### src/rtl/bcd_convert_ctrl.sv
// Sequential 8-bit binary to 3-digit BCD converter (shift-and-add-3).
// One accept cycle, eight shift cycles, then the result is held until acknowledged.
module bcd_convert_ctrl (
   input  logic        CLK,
   input  logic        RST,
   input  logic        START,
   input  logic [7:0]  BIN,
   input  logic        ACK,
   output logic        BUSY,
   output logic        VALID,
   output logic [11:0] BCD
);

   localparam logic [1:0] S_IDLE  = 2'd0;
   localparam logic [1:0] S_SHIFT = 2'd1;
   localparam logic [1:0] S_DONE  = 2'd2;

   logic [1:0]  state;
   logic [3:0]  cnt;
   logic [7:0]  opnd;
   logic [11:0] acc;
   logic [11:0] adj;
   logic [11:0] acc_next;
   logic [11:0] bcd_q;

   // Digits >= 5 get +3 before the shift so they carry correctly into the next digit.
   always_comb begin
      adj = acc;
      for (int unsigned i = 0; i < 3; i++) begin
         if (acc[4*i +: 4] >= 4'd5) begin
            adj[4*i +: 4] = acc[4*i +: 4] + 4'd3;
         end
      end
      acc_next = {adj[10:0], opnd[7]};
   end

   always_ff @(posedge CLK or posedge RST) begin
      if (RST) begin
         state <= S_IDLE;
         cnt   <= '0;
         opnd  <= '0;
         acc   <= '0;
         bcd_q <= '0;
      end else begin
         case (state)
            S_IDLE: begin
               if (START) begin
                  opnd  <= BIN;
                  acc   <= '0;
                  cnt   <= 4'd8;
                  state <= S_SHIFT;
               end
            end
            S_SHIFT: begin
               acc  <= acc_next;
               opnd <= {opnd[6:0], 1'b0};
               cnt  <= cnt - 4'd1;
               if (cnt == 4'd1) begin
                  bcd_q <= acc_next;
                  state <= S_DONE;
               end
            end
            S_DONE: begin
               if (ACK) begin
                  state <= S_IDLE;
               end
            end
            default: state <= S_IDLE;
         endcase
      end
   end

   assign BUSY  = (state == S_SHIFT) || (state == S_DONE);
   assign VALID = (state == S_DONE);
   assign BCD   = bcd_q;

endmodule

### config.mk
export PLATFORM = sky130hd
export DESIGN_NAME = bcd_convert_ctrl
export DESIGN_NICKNAME = d
export VERILOG_FILES = /design/src/rtl/bcd_convert_ctrl.sv
export SDC_FILE = /design/constraint.sdc
export NUM_CORES = 1
export LEC_CHECK = 0
export CORE_MARGIN = 4
export CORE_UTILIZATION = 58
export CTS_CLUSTER_SIZE = 20
export DETAILED_ROUTE_END_ITERATION = 6
export PLACE_DENSITY = 0.93
export SKIP_LAST_GASP = 1
export SLEW_MARGIN = 40
export SYNTH_ARGS = -nofsm -noshare
export SYNTH_HDL_FRONTEND = slang
export SYNTH_SLANG_ARGS = --single-unit
export TNS_END_PERCENT = 10
### constraint.sdc
create_clock -name CLK -period 4 [get_ports CLK]
set_input_delay 0.6 -clock CLK [delete_from_list [all_inputs] [get_ports CLK]]
set_output_delay 0.6 -clock CLK [all_outputs]
set_load 0.005 [all_outputs]
==> metrics.csv <==
stage;metric;value;unit
sta;timing.fmax;455;MHz
placement;hpwl;2490;µm
synth;yosysTopAreaCellShare;50.1;%
synth;synth_cell_types;31;
clocking;cts_root_buffer;clkbuf_4;
clocking;clk_latency;0.35;ns
die;core.rowCount;20;
layout;area_growth;17.5;%
clocking;htreeDepth;2;
clocking;cts_inserted_buffers;5;
clocking;ctsLongestPathBuffers;2;
placement;dp_slack;1.80;ns
placement;gp_congestion;0.807;
critical_path;startpoint_type;flop;
drt;first_pass_iters;4;
layout;stdcell_area;2230;µm²
sta;tns;0;ns
layout;stdcell_count;255;
critical_path;crit_arrival;2.45;ns
placement;dp.cells;247;
die;coreArea;3100;µm²
pwr;peakVddDrop;0.000468;V
critical_path;cp-end-kind;flop;
synth;ys_warn_count;0;
drt;ant_nets;0;
die;ios;26;
clocking;clk_pin_slew;0.12;ns
clocking;cts_tree;built;
synth;syn_inst;184;
global_route;grt_pass1_wl;6060;µm
die;die_y;65.2;µm
die;initial_core_util;61.2;%
clocking;post_cts_buffers;0;
synth;yosys-top-cells-area;dfrtp_1 (50%), ha_1 (7.2%), nand2_1 (5.3%);
status;status;finished, final reports clean;
global_route;grt.overflow.total;0;
layout;drive_gt1_share;10.4;%
critical_path;critPathKind;flop to flop;
sta;setup_slack;1.80;ns
clocking;cts_hold_buf;0;
global_route;grt_max_degree;39;
hold_path;hold_class;flop to flop;
sta;rsz0062_at_grt;no;
drt;drt_iter0_markers;41;
drt;vias;1405;
drt;met2_length;1750;µm
layout;diodes;0;
critical_path;required;4.25;ns
placement;dpl_cell_area;2170;µm²
run;cap_violations;0;
sta;hold_viol;0;
pwr;power;0.00174;W
sta;relSlewSlack;52.4;%
die;die-area;4250;µm²
die;die_x;65.2;µm
synth;synth_seq_cells;38;
sta;finalMaxSlewViolations;0;
sta;finalSetupViolations;0;
synth;seq_area_frac_synth;50.1;%
drt;routed_wl;3490;µm
sta;period_share;54.9;%
clocking;cts_sinks;38;
clocking;cts-resized-gates;0;
critical_path;worstPathMaxFanout;23;
global_route;antenna_found_initial;0;
pwr;power.leakage;0.985;nW
synth;netlist.top_cell.by_area;dfrtp_1;
global_route;grt_pass1_vias;1384;
drt;wirelength_met1;1500;µm
global_route;grt_usage;19.0;%
drt;post-route-drc-count;0;
layout;final_nets;233;
synth;syn_area_per_cell;10.3;µm²
placement;numPortBuffers;25;
sta;skew;0.0104;ns
sta;post-route-min-period;2.20;ns
sta;tightest_slew;0.714;ns
drt;wl_met3;168;µm
pwr;power_density;778;nW/µm²
synth;netlist_area;1900;µm²
synth;syn_nets;207;
drt;post_drt_via_cell_ratio;5.51;
drt;top_layer;met4;
drt;wl_per_cell;13.7;µm
[through the flow]
| stage | utilization [%] | hold slack (ns) |
|---|---|---|
| after floorplan | - | 0.438 |
| after global placement | 70.0 | 0.456 |
| after detailed placement | 70.0 | 0.472 |
| after CTS | 71.9 | 0.498 |
| after global routing | 71.9 | 0.520 |
| final | 71.9 | 0.491 |
[metal layers]
layer	track usage [%]	vias to the layer above
li1	-	694
met1	21.5	675
met2	32.6	30
met3	5.81	6
met4	8.55	0
met5	0	-
[placed cells by master (no fill, tap or decap)]
master	n
nor3_1	1
a22o_1	1
mux2i_1	7
o21ai_2	2
clkinv_2	1
a21oi_2	3
nand2b_1	3
and2_1	1
nand2_1	27
nand4b_1	1
o31ai_1	3
o21a_2	1
o21ai_0	17
buf_4	2
o22a_1	1
mux2_2	3
o21ai_1	10
clkbuf_1	1
mux2_4	2
clkbuf_4	5
nor2_1	3
a32o_1	3
nor3b_1	5
o22ai_1	6
clkdlybuf4s50_1	25
nand3_1	2
dfrtp_1	38
nand3_2	1
xnor2_1	3
inv_1	13
nand2b_4	1
ha_1	11
a21oi_1	7
clkbuf_8	1
[layout make-up]
class	instances	area (µm²)
sequential	38	951
fill	263	872
multi-input combinational	125	851
timing repair buffer	27	265
clock buffer	7	55.1
tap	44	55.1
inverter	13	48.8
clock inverter	1	5.00
[critical path, cell delays in order (launching register included)]
cell	delay [ns]
dfrtp_1	0.42
inv_1	0.09
ha_1	0.62
nand3_2	0.54
mux2_2	0.43
[flip-flops by register name (all words and copies together) (netlist names)]
signal and cells:
acc 12, opnd 8, BCD 12, state 2, cnt 4
[worst paths after layout]
path,to,from,slack (ns),cells past startpoint
max in group asynchronous,BCD[1],RST,3.02,3
max reg2reg,BCD[0],state[1],1.80,4
min in group asynchronous,opnd[1],RST,0.65,3
min reg2reg,BCD[7],BCD[7],0.49,2
min,BCD[7],BCD[7],0.49,2
max,BCD[0],state[1],1.80,4
[power by group]
part           total [W]  internal, W  switching (W)  leakage (nW)
clock network   0.000213    0.0000852       0.000128        0.0353
logic           0.000872     0.000406       0.000466         0.448
registers       0.000651     0.000541       0.000110         0.502
total            0.00174      0.00103       0.000704         0.985
[kinds of logic (layout without fill, tap and decap cells)]
logic type,count (synthesis),in the layout,synth area share [%]
AO/OA/AOI/OAI,54,54,17.4
XOR/XNOR,3,3,1.38
adder cells (fa/ha/maj),11,11,7.25
buffers and inverters,21,48,5.14
flip-flops,38,38,50.1
multiplexers,12,12,7.05
AND/OR/NAND/NOR,45,45,11.7
[Yosys cell counts, drive strengths merged]
cell type,instances
nor3,1
xnor2,3
buf,8
a32o,3
inv,13
nor2,3
ha,11
o22a,1
mux2,5
o21a,1
a21oi,10
nand3,3
o22ai,6
nand2,27
nand2b,4
mux2i,7
o21ai,29
a22o,1
nand4b,1
and2,1
nor3b,5
dfrtp,38
o31ai,3
(Power assumes the default switching activity.)
